### config.mk
export PLATFORM = sky130hd
export DESIGN_NAME = booth_pp_accum_18x18_flat
export DESIGN_NICKNAME = d
export VERILOG_FILES = /design/src/rtl/booth_pp_accum_18x18_if.sv /design/src/rtl/booth_pp_accum_18x18.sv /design/src/flat_wrapper.sv
export SDC_FILE = /design/constraint.sdc
export NUM_CORES = 1
export LEC_CHECK = 0
export ABC_AREA = 1
export CORE_MARGIN = 5
export CORE_UTILIZATION = 55
export CTS_CLUSTER_DIAMETER = 100
export CTS_CLUSTER_SIZE = 24
export DETAILED_ROUTE_END_ITERATION = 8
export GPL_TIMING_DRIVEN = 0
export PLACE_DENSITY = 0.94
export SKIP_CTS_REPAIR_TIMING = 1
export SLEW_MARGIN = 0
export SYNTH_ARGS = -nofsm -noshare
export SYNTH_HDL_FRONTEND = slang
export SYNTH_SLANG_ARGS = --single-unit
export TNS_END_PERCENT = 20
### constraint.sdc
create_clock -name i_clk -period 11.45 [get_ports i_clk]
set_input_delay 1.7175 -clock i_clk [delete_from_list [all_inputs] [get_ports i_clk]]
set_output_delay 1.7175 -clock i_clk [all_outputs]
set_load 0.02 [all_outputs]
### src/rtl/booth_pp_accum_18x18_if.sv
// rtl/booth_pp_accum_18x18_if.sv - handshake and partial-product bundle for the Booth accumulator
interface booth_pp_accum_18x18_if #(
  parameter int PP_W   = 20,
  parameter int PROD_W = 36
);
  logic              i_clear;
  logic              i_valid;
  logic              o_ready;
  logic [PP_W-1:0]   i_pp1, i_pp2, i_pp3, i_pp4, i_pp5;
  logic [PP_W-1:0]   i_pp6, i_pp7, i_pp8, i_pp9, i_pp10;
  logic              o_valid;
  logic              i_ready;
  logic [PROD_W-1:0] o_product;
  logic              o_busy;

  modport master (
    output i_clear, i_valid, i_ready,
    output i_pp1, i_pp2, i_pp3, i_pp4, i_pp5, i_pp6, i_pp7, i_pp8, i_pp9, i_pp10,
    input  o_ready, o_valid, o_product, o_busy
  );

  modport slave (
    input  i_clear, i_valid, i_ready,
    input  i_pp1, i_pp2, i_pp3, i_pp4, i_pp5, i_pp6, i_pp7, i_pp8, i_pp9, i_pp10,
    output o_ready, o_valid, o_product, o_busy
  );
endinterface

### src/rtl/booth_pp_accum_18x18.sv
// rtl/booth_pp_accum_18x18.sv - iterative adder of ten Booth radix-4 partial products into a 36-bit product
module booth_pp_accum_18x18 #(
  parameter int NUM_PP = 10,
  parameter int PP_W   = 20,
  parameter int PROD_W = 36
) (
  input  logic                   i_clk,
  input  logic                   i_rst,
  booth_pp_accum_18x18_if.slave  bus
);
  typedef enum logic [1:0] {IDLE, ACC, DONE} state_t;

  localparam logic [3:0] LAST_IDX = 4'(NUM_PP - 1);

  state_t            state_q, state_d;
  logic [PP_W-1:0]   pp_q  [NUM_PP];
  logic [PP_W-1:0]   pp_in [NUM_PP];
  logic [3:0]        idx_q;
  logic [PROD_W-1:0] acc_q;
  logic [PROD_W-1:0] product_q;
  logic              valid_q;
  logic [PP_W-1:0]   pp_sel;
  logic [PROD_W-1:0] term;
  logic [PROD_W-1:0] acc_next;
  logic              accept;

  assign pp_in[0] = bus.i_pp1;
  assign pp_in[1] = bus.i_pp2;
  assign pp_in[2] = bus.i_pp3;
  assign pp_in[3] = bus.i_pp4;
  assign pp_in[4] = bus.i_pp5;
  assign pp_in[5] = bus.i_pp6;
  assign pp_in[6] = bus.i_pp7;
  assign pp_in[7] = bus.i_pp8;
  assign pp_in[8] = bus.i_pp9;
  assign pp_in[9] = bus.i_pp10;

  always_comb begin
    pp_sel = '0;
    if (idx_q <= LAST_IDX) pp_sel = pp_q[idx_q];
  end

  // Sign-extend to the product width first; bits shifted past bit 35 drop out mod 2^36.
  assign term     = {{(PROD_W-PP_W){pp_sel[PP_W-1]}}, pp_sel} << {idx_q, 1'b0};
  assign acc_next = acc_q + term;
  assign accept   = (state_q == IDLE) && bus.i_valid && !bus.i_clear;

  always_ff @(posedge i_clk or posedge i_rst) begin
    if (i_rst) state_q <= IDLE;
    else       state_q <= state_d;
  end

  always_comb begin
    state_d = state_q;
    case (state_q)
      IDLE:    if (bus.i_valid)       state_d = ACC;
      ACC:     if (idx_q == LAST_IDX) state_d = DONE;
      DONE:    if (bus.i_ready)       state_d = IDLE;
      default:                        state_d = IDLE;
    endcase
    if (bus.i_clear) state_d = IDLE;
  end

  always_ff @(posedge i_clk or posedge i_rst) begin
    if (i_rst) begin
      for (int k = 0; k < NUM_PP; k++) pp_q[k] <= '0;
      idx_q     <= '0;
      acc_q     <= '0;
      product_q <= '0;
      valid_q   <= 1'b0;
    end else if (bus.i_clear) begin
      idx_q   <= '0;
      valid_q <= 1'b0;
    end else begin
      case (state_q)
        IDLE: begin
          if (accept) begin
            for (int k = 0; k < NUM_PP; k++) pp_q[k] <= pp_in[k];
            acc_q <= '0;
            idx_q <= '0;
          end
        end
        ACC: begin
          acc_q <= acc_next;
          if (idx_q == LAST_IDX) begin
            product_q <= acc_next;
            valid_q   <= 1'b1;
          end else begin
            idx_q <= idx_q + 4'd1;
          end
        end
        DONE: begin
          if (bus.i_ready) valid_q <= 1'b0;
        end
        default: ;
      endcase
    end
  end

  assign bus.o_ready   = (state_q == IDLE);
  assign bus.o_busy    = (state_q == ACC);
  assign bus.o_valid   = valid_q;
  assign bus.o_product = product_q;
endmodule

### src/flat_wrapper.sv
// flat-port wrapper written by rule: the top's interface ports become plain ports
module booth_pp_accum_18x18_flat 
#(
  parameter int NUM_PP = 10,
  parameter int PP_W   = 20,
  parameter int PROD_W = 36
)
  (i_clk, i_rst, bus_i_clear, bus_i_valid, bus_i_ready, bus_i_pp1, bus_i_pp2, bus_i_pp3, bus_i_pp4, bus_i_pp5, bus_i_pp6, bus_i_pp7, bus_i_pp8, bus_i_pp9, bus_i_pp10, bus_o_ready, bus_o_valid, bus_o_product, bus_o_busy);
  booth_pp_accum_18x18_if #(.PP_W(PP_W), .PROD_W(PROD_W)) bus_i ();
  input  logic i_clk;
  input  logic i_rst;
  input wire logic [$bits(bus_i.i_clear)-1:0] bus_i_clear;
  input wire logic [$bits(bus_i.i_valid)-1:0] bus_i_valid;
  input wire logic [$bits(bus_i.i_ready)-1:0] bus_i_ready;
  input wire logic [$bits(bus_i.i_pp1)-1:0] bus_i_pp1;
  input wire logic [$bits(bus_i.i_pp2)-1:0] bus_i_pp2;
  input wire logic [$bits(bus_i.i_pp3)-1:0] bus_i_pp3;
  input wire logic [$bits(bus_i.i_pp4)-1:0] bus_i_pp4;
  input wire logic [$bits(bus_i.i_pp5)-1:0] bus_i_pp5;
  input wire logic [$bits(bus_i.i_pp6)-1:0] bus_i_pp6;
  input wire logic [$bits(bus_i.i_pp7)-1:0] bus_i_pp7;
  input wire logic [$bits(bus_i.i_pp8)-1:0] bus_i_pp8;
  input wire logic [$bits(bus_i.i_pp9)-1:0] bus_i_pp9;
  input wire logic [$bits(bus_i.i_pp10)-1:0] bus_i_pp10;
  output wire logic [$bits(bus_i.o_ready)-1:0] bus_o_ready;
  output wire logic [$bits(bus_i.o_valid)-1:0] bus_o_valid;
  output wire logic [$bits(bus_i.o_product)-1:0] bus_o_product;
  output wire logic [$bits(bus_i.o_busy)-1:0] bus_o_busy;
  assign bus_i.i_clear = bus_i_clear;
  assign bus_i.i_valid = bus_i_valid;
  assign bus_i.i_ready = bus_i_ready;
  assign bus_i.i_pp1 = bus_i_pp1;
  assign bus_i.i_pp2 = bus_i_pp2;
  assign bus_i.i_pp3 = bus_i_pp3;
  assign bus_i.i_pp4 = bus_i_pp4;
  assign bus_i.i_pp5 = bus_i_pp5;
  assign bus_i.i_pp6 = bus_i_pp6;
  assign bus_i.i_pp7 = bus_i_pp7;
  assign bus_i.i_pp8 = bus_i_pp8;
  assign bus_i.i_pp9 = bus_i_pp9;
  assign bus_i.i_pp10 = bus_i_pp10;
  assign bus_o_ready = bus_i.o_ready;
  assign bus_o_valid = bus_i.o_valid;
  assign bus_o_product = bus_i.o_product;
  assign bus_o_busy = bus_i.o_busy;
  booth_pp_accum_18x18 #(.NUM_PP(NUM_PP), .PP_W(PP_W), .PROD_W(PROD_W)) u_core (.i_clk(i_clk), .i_rst(i_rst), .bus(bus_i));
endmodule
# --- Word level (Yosys, flattened, before mapping) ---
# Cells that the tools add are included.
# W data, S select, Z words.
classes:
  n_addsub: 2
  n_lt_le_gt_ge: 2
  eq_ne: 9
  n_shift: 1
  muxes: 19
  n_bitwise: 2
  n_reduce_logical: 13
op_table:
  columns: ["operator", "n"]
  rows:
  - ["$bmux W20 S4", 1]
  - ["$pmux W36 S2", 1]
  - ["$mux W20", 3]
  - ["$add A36 B36 Y36", 1]
  - ["$mux W36", 1]
  - ["$shl A36 B5 Y36", 1]
  - ["$reduce_and A3 Y1", 6]
  - ["$mux W4", 3]
  - ["$ne A3 B3 Y1 const B", 3]
  - ["$mux W2", 4]
  - ["$pmux W4 S2", 1]
  - ["$ne A3 B2 Y1 const B", 2]
  - ["$pmux W2 S3", 1]
  - ["$reduce_bool A3 Y1", 2]
  - ["$ge A5 B5 Y1 const B", 1]
  - ["$not A4 Y5", 1]
  - ["$add A4 B1 Y4 const B", 1]
  - ["$eq A4 B4 Y1 const B", 1]
  - ["$le A4 B4 Y1 const B", 1]
  - ["$mux W1", 3]
  - ["$eq A2 B1 Y1 const B", 1]
  - ["$eq A2 B2 Y1 const B", 1]
  - ["$logic_and A1 B1 Y1", 2]
  - ["$logic_not A2 Y1", 1]
  - ["5 further kinds", 5]
word_totals:
  reg_bits: 279
  output_inout_bits: 39

# --- Longest topological paths before layout ---
# Gate-level depths: netlist of run 1.
depth:
  depth_word: 8
  depth_mapped: 32
  ltp_nobuf: 28

# --- Worst setup path after synthesis of run 1 ---
# Ideal clock, no wire load.
synth_path:
  path_type: "register to register"
  from: "register u_core.idx_q[0]"
  to: "register u_core.acc_q[30]"
  arrival_ns: 4.032
  required_ns: 11.333
  path_slack_ns: 7.300
  stages_incl_launch_ff: 29
  n_path_buf: 5
  path_cell_list: "dfrtp_1 -> buf_4 -> inv_2 -> buf_2 -> buf_4 -> buf_2 -> ha_1 -> nor2_1 -> nor3_4 -> buf_6 -> nand2_2 -> nand4_1 -> o21ai_0 -> o21ai_0 -> o21ai_1 -> nor2_1 -> ha_1 -> a21oi_1 -> a21boi_0 -> o21ai_0 -> nand2_1 -> nand3_1 -> nand2_1 -> nand2_1 -> nand2_1 -> nand2_1 -> or2_2 -> nand3_1 -> nand2_1"
synth_between:
  elab_chain_cells: 8
  elab_cells_between_ends: 9
  cone_classes: "1 x add/sub; 1 x order compare; 1 x shift; 5 x mux; 1 x bitwise"
synth_rtl:
  columns: ["item", "line_no", "source"]
  rows:
  - ["from (decl)", "booth_pp_accum_18x18.sv:18", "logic [3:0] idx_q;"]
  - ["from (signal assigned)", "booth_pp_accum_18x18.sv:89", "idx_q <= idx_q + 4'd1;"]
  - ["$not A4 Y5 (implied by the code)", "booth_pp_accum_18x18.sv:40", "if (idx_q <= LAST_IDX) pp_sel = pp_q[idx_q];"]
  - ["$bmux W20 S4", "booth_pp_accum_18x18.sv:40", null]
  - ["$mux W20 (implied by the code) (2 in a row)", "booth_pp_accum_18x18.sv:40", null]
  - ["$mux W20", "booth_pp_accum_18x18.sv:40", null]
  - ["$shl A36 B5 Y36 (*)", "booth_pp_accum_18x18.sv:44", "assign term = {{(PROD_W-PP_W){pp_sel[PP_W-1]}}, pp_sel} << {idx_q, 1'b0};"]
  - ["$add A36 B36 Y36 (*)", "booth_pp_accum_18x18.sv:45", "assign acc_next = acc_q + term;"]
  - ["$pmux W36 S2 (*)", "booth_pp_accum_18x18.sv:75", "case (state_q)"]
  - ["to (signal assigned)", "booth_pp_accum_18x18.sv:84", "acc_q <= acc_next;"]
  - ["to (decl)", "booth_pp_accum_18x18.sv:19", "logic [PROD_W-1:0] acc_q;"]
# Mark *: on every way between the ends. The rest lies on a longest branch, timed or not. The select of a mux whose other input is x is not followed.
# A chain may end at the register's enable or synchronous reset.

# --- Worst setup path after layout of run 1 ---
# Ends and elaborated chain as after synthesis.

==> flow_summary.ini, run 1 <==
[run_status]
status = completed

[layout]
final_net_count = 2375
fillers = 2147
area_growth_pct = 21.9
drive_gt1_share_pct = 9.47
fin_cells = 2510
antenna_cells = 0

[job]
maxCapViolations = 0

[grt]
grt_pass1_wl_um = 83400
grt_overflow = 0
grt_use_total_pct = 34.2
grt_pass1_vias = 15200
grt_max_degree = 122
antenna_found_initial = 0

[timing]
max_freq_ghz = 0.171
min_period_ns = 5.83
whs_ns = 0.486
setup_viol = 0
fin_crit_sh_pct = 50.9
hold_violations = 0
drv_slew = 0
clock_skew_ns = 0.0269
rsz0062_at_grt = no
slew-limit-headroom_pct = 39.8
tightest_slew_ns = 0.903

[clock_tree]
clock_insertion_delay_worst_skew_ns = 0.52
ctsHtreeMaxLevel = 1
clkTransAtPathRegs_ns = 0.10
cts_tree = built
cts_made_buffers = 15
cts_sinks = 279
cts_root_buffer = clkbuf_16
cts_buffer_depth = 3

[yosys]
synth-seq-cells = 279
seq_area_frac_synth_pct = 45.5
ys_types = 51
synthArstFlopShare_pct = 100
netlist_area_mm2 = 0.0153
synth_nets = 2113
syn_avg_cell_area_um2 = 8.21
synth_edf_count = 0
yosys_warnings = 0
synthCells = 1869
synth_ff_type = dfrtp_1

[setup_path]
max_stage_delay_ns = 0.50
cp_max_fo = 10
path_class = flop to flop
cp-end-kind = flop
start_kind = flop
critical_path_arrival_ns = 6.23
required_ns = 11.85
critical_path.most_common_cell = nand2_1
cpMaxStageDelayCell = nor3_4

[die]
die_h_um = 177
fp.dieW_um = 177
core_area_mm2 = 0.0277
io_pins = 244
start_util_pct = 55.4
rows = 61
die_area_mm2 = 0.0313

[route]
drc = 0
drt_first_pass_iters = 6
drtIter0Drc = 1773
routedWlPerCell_um = 21.7
vias = 15200
ant_nets = 0
wl_um = 54400
viasPerCell = 6.04

[power]
peakVddDrop_v = 0.000101
power_density_mw_per_mm2 = 187
leakage_nw = 8.77

[placement]
dp.cells = 2492
port_buffers = 243
gp_congestion = 0.997
hpwl_um = 42800

[hold_path]
holdCritPathClass = flop to flop
-- logic make-up (layout without fill, tap and decap cells) --
group                      after synthesis  count (layout)  share of synthesized area [%]
adders and majority gates               39              39                           3.23
AOI/OAI and AO/OA                      401             401                           14.3
xor gates and xnor gates                19              19                           1.08
DFF                                    279             279                           45.5
buffers and inverters                  263             526                           7.04
and+or+nand+nor                        753             753                           20.5
muxes                                  115             115                           8.41
-- flip-flops by register name (all words and copies together) (netlist names) --
signal and count:
u_core.acc_q 36, u_core.bus.o_valid 1, u_core.pp_q 200, u_core.bus.o_product 36, u_core.idx_q 4, u_core.state_q 2
-- Yosys cell counts, types with 6 or more instances --
master	number	area, um^2
a21oi_1	144	721
a31oi_1	8	50.1
a32o_1	6	60.1
buf_1	15	56.3
buf_2	31	155
buf_4	9	67.6
clkbuf_1	40	150
dfrtp_1	279	6980
ha_1	38	475
inv_1	162	608
mux2_2	112	1260
nand2_1	388	1460
nand3_1	96	480
nand4_1	22	138
nor2_1	208	781
nor3_1	9	45.0
o211ai_1	18	135
o21ai_0	163	816
o21ai_1	21	105
o21bai_1	9	67.6
o22ai_1	11	68.8
xnor2_1	7	61.3
xor2_1	12	105
-- report_power, final --
part	internal [W]	leakage (nW)	switching, W	total (W)
sequential	0.00119	3.31	0.000116	0.00130
combinational	0.000586	5.27	0.00103	0.00162
clock	0.000242	0.195	0.000331	0.000572
total	0.00202	8.77	0.00148	0.00349
-- routing by layer --
| metal | GRT usage, % | vias up | part of all wire (%) |
|---|---|---|---|
| li1 | - | 6720 | - |
| met1 | 42.3 | 7177 | 37 |
| met2 | 57.8 | 1011 | 47 |
| met3 | 5.51 | 252 | 8.8 |
| met4 | 18.2 | 0 | 7.0 |
| met5 | 0 | - | 0 |
-- worst paths after layout --
| kind | from | endpoint | slack [ns] | depth (start not counted) |
|---|---|---|---|---|
| setup / recovery | u_core.idx_q[0]$_DFFE_PP0P_ | u_core.acc_q[30]$_DFFE_PP0P_ | 5.62 | 28 |
| hold / removal | u_core.bus.o_product[34]$_DFFE_PP0P_ | u_core.bus.o_product[34]$_DFFE_PP0P_ | 0.49 | 2 |
| setup reg to reg | u_core.idx_q[0]$_DFFE_PP0P_ | u_core.acc_q[30]$_DFFE_PP0P_ | 5.62 | 28 |
| hold reg to reg | u_core.bus.o_product[34]$_DFFE_PP0P_ | u_core.bus.o_product[34]$_DFFE_PP0P_ | 0.49 | 2 |
| max in group asynchronous | i_rst | u_core.pp_q[140]$_DFFE_PP0P_ | 8.78 | 3 |
| min in group asynchronous | i_rst | u_core.bus.o_product[0]$_DFFE_PP0P_ | 1.68 | 2 |
-- through the flow --
stage	power, W	setup TNS, ns	utilization (%)	setup slack (ns)	cell area [um^2]
after floorplan	0.00238	0	-	2.04	15300
after global placement	0.00282	-252.87	65.9	-0.940	18300
after detailed placement	0.00288	0	66.1	5.78	18300
after CTS	0.00344	0	67.5	5.76	18700
after global routing	0.00370	0	67.5	5.20	18700
final	0.00349	0	67.5	5.62	18700
-- cell usage in the layout, fill, tap and decap left out, types with 4 or more instances in the layout --
cell,Yosys,final
buf_2,31,31
o21bai_1,9,9
clkdlybuf4s50_1,0,243
xor2_1,12,12
dfrtp_1,279,279
nand2_2,5,5
xnor2_1,7,7
clkbuf_1,40,41
buf_4,9,9
nor2_1,208,208
nor3_1,9,9
o21a_1,4,4
inv_1,162,161
clkbuf_16,0,15
o21ai_1,21,21
a22o_1,5,5
a21boi_0,4,4
a31oi_1,8,8
buf_1,15,15
ha_1,38,38
or2_2,5,5
nand4_1,22,22
o22ai_1,11,11
o211ai_1,18,18
nand2_1,388,388
nand3_2,4,4
nand3_1,96,96
a21oi_1,144,144
o21ai_0,163,163
mux2_2,112,112
a32o_1,6,6
-- area by class of cell --
class / count / area [um^2] / share of cell area [%]
Tap cell: 378 / 473 / 2.53
Clock inverter: 2 / 17.5 / 0.0936
Inverter: 166 / 636 / 3.40
Multi-Input combinational cell: 1327 / 7290 / 38.9
Buffer: 97 / 452 / 2.41
Clock buffer: 16 / 379 / 2.03
Sequential cell: 279 / 6980 / 37.3
Timing Repair Buffer: 245 / 2490 / 13.3
-- worst max-delay path, delay by kind of cell (launching register included) --
kind | cells | cell delay (ns)
fa+ha+maj | 2 | 0.54
compound gates | 6 | 1.30
buf+inv | 6 | 1.35
simple gates | 14 | 2.09
flops | 1 | 0.42
(Power assumes the default switching activity.)
==> inputs of run 2 (changes only) <==
--- a/config.mk
+++ b/config.mk
@@ -7,12 +7,12 @@
 export LEC_CHECK = 0
 export ABC_AREA = 1
 export CORE_MARGIN = 5
-export CORE_UTILIZATION = 55
+export CORE_UTILIZATION = 49
 export CTS_CLUSTER_DIAMETER = 100
 export CTS_CLUSTER_SIZE = 24
 export DETAILED_ROUTE_END_ITERATION = 8
 export GPL_TIMING_DRIVEN = 0
-export PLACE_DENSITY = 0.94
+export PLACE_DENSITY = 0.89
 export SKIP_CTS_REPAIR_TIMING = 1
 export SLEW_MARGIN = 0
 export SYNTH_ARGS = -nofsm -noshare
==> constraint.sdc (replaced) <==
create_clock -name i_clk -period 5 [get_ports i_clk]
set_input_delay 0.75 -clock i_clk [delete_from_list [all_inputs] [get_ports i_clk]]
set_output_delay 0.75 -clock i_clk [all_outputs]
set_load 0.02 [all_outputs]
==> run 2 against run 1 <==
Net effect:
- combinational power rose by 140%
- worst hold slack improved by 0.0018 ns
- register-to-register slack got worse by 5.5 ns
- power rose by 140%
- highest routed layer unchanged
==> flow_summary.ini, run 2 (synthesis gave the netlist of run 1 again) <==
[setup_path]
path_class = flop to flop
cp_max_fo = 19
required_ns = 5.40
start_kind = flop
cp-end-kind = flop
critical_path_arrival_ns = 5.28

[grt]
antenna_found_initial = 0
grt_pass1_vias = 15500
grt_max_degree = 44
use_met1_pct = 38.2
grt_pass1_wl_um = 85500
met3_usage_pct = 5.60
met2_usage_pct = 50.4
top_usage_layer = met2
grt_use_total_pct = 30.6
grt_overflow = 0

[route]
drc = 0
ant_nets = 0
viasPerCell = 5.96
drtIter0Drc = 1607
routedWlPerCell_um = 21.7
vias = 15200
drt_first_pass_iters = 6
wl_um = 55200

[timing]
fin_crit_sh_pct = 97.5
setup_viol = 0
drv_slew = 0
finalSetupTns_ns = 0
tightest_slew_ns = 0.989
worst_slack_ns = 0.126
whs_ns = 0.487
slew-limit-headroom_pct = 34.0
clock_skew_ns = 0.0423
min_period_ns = 4.87
hold_violations = 0
max_freq_ghz = 0.205
rsz0062_at_grt = yes

[layout]
area_growth_pct = 25.7
antenna_cells = 0
layout_common_cells = 385 x nand2_1, 278 x dfrtp_1, 243 x clkdlybuf4s50_1, 203 x nor2_1, 161 x inv_1
largest_register_ffs = 200
finalCoreUtilization_pct = 62.7
drive_gt1_share_pct = 12.6
final_common_cell = nand2_1
final_net_count = 2394
regMostFlops = u_core.pp_q

[clock_tree]
cts_root_buffer = clkbuf_16
clock_insertion_delay_worst_skew_ns = 0.55
cts_buffer_depth = 3
cts_sinks = 279
cts_made_buffers = 16
clkTransAtPathRegs_ns = 0.10
cts_tree = built
ctsHtreeMaxLevel = 1

[die]
core_area_mm2 = 0.0307
die_area_mm2 = 0.0350
io_pins = 244
fp.dieW_um = 187
die_h_um = 187
rows = 64
start_util_pct = 49.9

[power]
peakVddDrop_v = 0.000235
leakage_nw = 8.99
power_density_mw_per_mm2 = 441
total_power_w = 0.00850

[job]
maxCapViolations = 0

[placement]
port_buffers = 243
hpwl_um = 42400
dp_slack_ns = -0.622
gp_congestion = 0.988

[run_status]
status = completed

[hold_path]
holdCritPathClass = flop to flop
## run 2: changes by cell type in the layout (fill, tap and decap cells not counted), moves of 5 or more
cell and change:
buf_4 +14, buf_12 +9, a21oi_1 -8, nor2_2 +5, a21oi_2 +8, o21ai_2 +8
o21ai_0 -12, nor2_1 -5
## run 2: worst paths after layout
kind                                                           start                                   end  slack [ns]  cells past startpoint
worst max-delay path                     u_core.idx_q[0]$_DFFE_PP0P_  u_core.bus.o_product[34]$_DFFE_PP0P_        0.13                     26
worst min-delay path            u_core.bus.o_product[23]$_DFFE_PP0P_  u_core.bus.o_product[23]$_DFFE_PP0P_        0.49                      2
worst max register to register           u_core.idx_q[0]$_DFFE_PP0P_  u_core.bus.o_product[34]$_DFFE_PP0P_        0.13                     26
worst min register to register  u_core.bus.o_product[23]$_DFFE_PP0P_  u_core.bus.o_product[23]$_DFFE_PP0P_        0.49                      2
max in group asynchronous                                      i_rst           u_core.pp_q[26]$_DFFE_PP0P_        3.13                      6
min in group asynchronous                                      i_rst   u_core.bus.o_product[5]$_DFFE_PP0P_        0.58                      2
## run 2: final cells by class
cell class / instances / area [um^2]
fillers: 2579 / 11500
multi-input cells: 1327 / 7480
flip-flops and latches: 279 / 6980
repair buffers: 264 / 2690
inverters: 166 / 634
well taps: 396 / 495
plain buffers: 96 / 468
clock buffers: 16 / 400
clock inverters: 5 / 136
## run 2: where the power goes
part / switching, W / leakage, nW / internal (W)
registers: 0.000267 / 3.30 / 0.00272
logic: 0.00247 / 5.42 / 0.00148
clock network: 0.000800 / 0.258 / 0.000754
total: 0.00354 / 8.99 / 0.00496
## run 2: routing by layer
| metal | vias up | wire length (um) |
|---|---|---|
| met2 | 931 | 25700 |
| met5 | - | 0 |
| met3 | 241 | 4850 |
| li1 | 6752 | - |
| met1 | 7268 | 20900 |
| met4 | 0 | 3770 |
## run 2: metrics by stage
stage,instance area [um^2],cells
after floorplan,15400,1869
after global placement,18300,2508
after detailed placement,18400,2515
after CTS,19000,2536
after global routing,19300,2549
final,19300,2549
## run 2: critical path, stage by stage, from the launching register on
cell and delay [ns]:
dfrtp_1 0.36, buf_4 0.17, inv_2 0.10, buf_12 0.18, buf_4 0.19, ha_1 0.21
nor2_2 0.16, nor3_4 0.06, buf_12 0.14, buf_6 0.15, o211ai_1 0.15, nand3_2 0.15
mux2i_2 0.21, nand2_1 0.08, o21ai_1 0.15, nand2_1 0.07, o21ai_0 0.13, o21ai_1 0.18
ha_1 0.40, inv_1 0.09, o21ai_0 0.14, a31oi_1 0.32, o21ai_1 0.17, a221oi_2 0.35
nand4_1 0.16, nand3_1 0.18, nand2_1 0.06
==> inputs of run 3 (changes only) <==
--- a/config.mk
+++ b/config.mk
@@ -12,7 +12,9 @@
 export CTS_CLUSTER_SIZE = 24
 export DETAILED_ROUTE_END_ITERATION = 8
 export GPL_TIMING_DRIVEN = 0
+export MAX_ROUTING_LAYER = met4
 export PLACE_DENSITY = 0.89
+export SETUP_SLACK_MARGIN = 0.15
 export SKIP_CTS_REPAIR_TIMING = 1
 export SLEW_MARGIN = 0
 export SYNTH_ARGS = -nofsm -noshare
==> run 3 against run 2 <==
Net effect:
- critical path depth is 2 higher
- largest power group unchanged
- final area is 1.7% higher
- critical path type unchanged
- maximum frequency is 3.0% higher
- non-clock buffer count is 7 higher
- first-iteration DRC count is 4.4% lower
==> flow_summary.ini, run 3 (synthesis gave the netlist of run 1 again) <==
[placement]
hpwl_um = 43200
dp_slack_ns = -0.691
port_buffers = 243
gp_congestion = 0.987

[setup_path]
regToRegStartpoint = u_core.idx_q[0]$_DFFE_PP0P_
cp_max_fo = 10
critical_path_arrival_ns = 5.15
crit_start = u_core.idx_q[0]$_DFFE_PP0P_
required_ns = 5.42
critical_path.most_common_cell = nand2_1
crit_buf_inv = 8
max_stage_delay_ns = 0.42
cpMaxStageDelayCell = dfrtp_1
path_class = flop to flop
cp-end-kind = flop
start_kind = flop
crit_family = simple AND/OR/NAND/NOR gates

[route]
routedWlPerCell_um = 21.9
viasPerCell = 5.94
ant_nets = 0
drc = 0
vias = 15200
drt_first_pass_iters = 7
wl_um = 55900
drtIter0Drc = 1536

[clock_tree]
ctsHtreeMaxLevel = 1
cts_tree = built
clock_insertion_delay_worst_skew_ns = 0.53
cts_made_buffers = 15
cts_sinks = 279
clkTransAtPathRegs_ns = 0.10
cts_root_buffer = clkbuf_16
cts_buffer_depth = 3

[power]
power_density_mw_per_mm2 = 443
seq_power_share_pct = 34.5
p_int_w = 0.00498
total_power_w = 0.00868
clkPwrFrac_pct = 15.9
swShare_pct = 42.6
pwr-share-comb_pct = 49.6
peakVddDrop_v = 0.000289
p_sw_w = 0.00370
leakage_nw = 9.05

[layout]
regMostFlops = u_core.pp_q
finalCoreUtilization_pct = 63.8
final_net_count = 2400
final_common_cell = nand2_1
layout_common_cells = 370 x nand2_1, 278 x dfrtp_1, 243 x clkdlybuf4s50_1, 197 x nor2_1, 161 x inv_1
area_growth_pct = 27.7
antenna_cells = 0
largest_register_ffs = 200
drive_gt1_share_pct = 15.6

[timing]
max_freq_ghz = 0.211
whs_ns = 0.488
min_period_ns = 4.73
rsz0062_at_grt = yes
fin_crit_sh_pct = 94.6
finalSetupTns_ns = 0
tightest_slew_ns = 1.08
hold_violations = 0
worst_slack_ns = 0.270
slew-limit-headroom_pct = 28.3
clock_skew_ns = 0.0316
setup_viol = 0
drv_slew = 0

[die]
fp.dieW_um = 187
start_util_pct = 49.9
die_h_um = 187
core_area_mm2 = 0.0307
rows = 64
die_area_mm2 = 0.0350
io_pins = 244

[grt]
grt_pass1_vias = 15100
grt_pass1_wl_um = 84500
grt_max_degree = 45
antenna_found_initial = 0
grt_overflow = 0
grt_use_total_pct = 31.4

[run_status]
status = completed

[job]
maxCapViolations = 0

[hold_path]
holdCritPathClass = flop to flop
min_from = u_core.bus.o_product[18]$_DFFE_PP0P_
## run 3: cell type report
cell class	count	area, um^2
Buffer	97	489
Tap cell	396	495
Inverter	166	637
Sequential cell	279	6980
Clock inverter	3	43.8
Clock buffer	17	383
Multi-Input combinational cell	1327	7840
Fill cell	2547	11100
Timing Repair Buffer	270	2740
## run 3: power groups by stage
stage | Combinational [W] | Sequential [W] | Clock [W]
3_3_place_gp | 0.00352 | 0.00299 | 0
4_1_cts | 0.00364 | 0.00297 | 0.00138
2_1_floorplan | 0.00252 | 0.00293 | 0
3_5_place_dp | 0.00362 | 0.00301 | 0
6_report | 0.00430 | 0.00300 | 0.00138
5_1_grt | 0.00468 | 0.00303 | 0.00146
## run 3: tightest hold or removal path, cell delays in order, from the launching register on
cell	delay (ns)
dfrtp_1	0.35
nand2_1	0.06
nand2_1	0.05
## run 3: path summary, 6_finish.rpt
| path | to | slack (ns) | depth (start not counted) |
|---|---|---|---|
| worst max-delay path | u_core.bus.o_product[35]$_DFFE_PP0P_ | 0.27 | 28 |
| worst min-delay path | u_core.bus.o_product[18]$_DFFE_PP0P_ | 0.49 | 2 |
| worst max register to register | u_core.bus.o_product[35]$_DFFE_PP0P_ | 0.27 | 28 |
| worst min register to register | u_core.bus.o_product[18]$_DFFE_PP0P_ | 0.49 | 2 |
| max in group asynchronous | u_core.pp_q[6]$_DFFE_PP0P_ | 3.29 | 5 |
| min in group asynchronous | u_core.bus.o_product[1]$_DFFE_PP0P_ | 0.63 | 2 |
## run 3: metal layers
metal	global-route usage [%]	routed length, um	up-vias
met5	-	0	-
met4	13.9	3350	0
met3	3.96	4800	208
met2	51.3	26200	917
met1	39.4	21600	7270
li1	-	-	6777
## run 3: through the flow
stage               instances  cell area [um^2]
finish                   2555             19600
global route             2555             19600
global placement         2508             18300
detailed placement       2515             18400
floorplan                1869             15400
CTS                      2535             18800
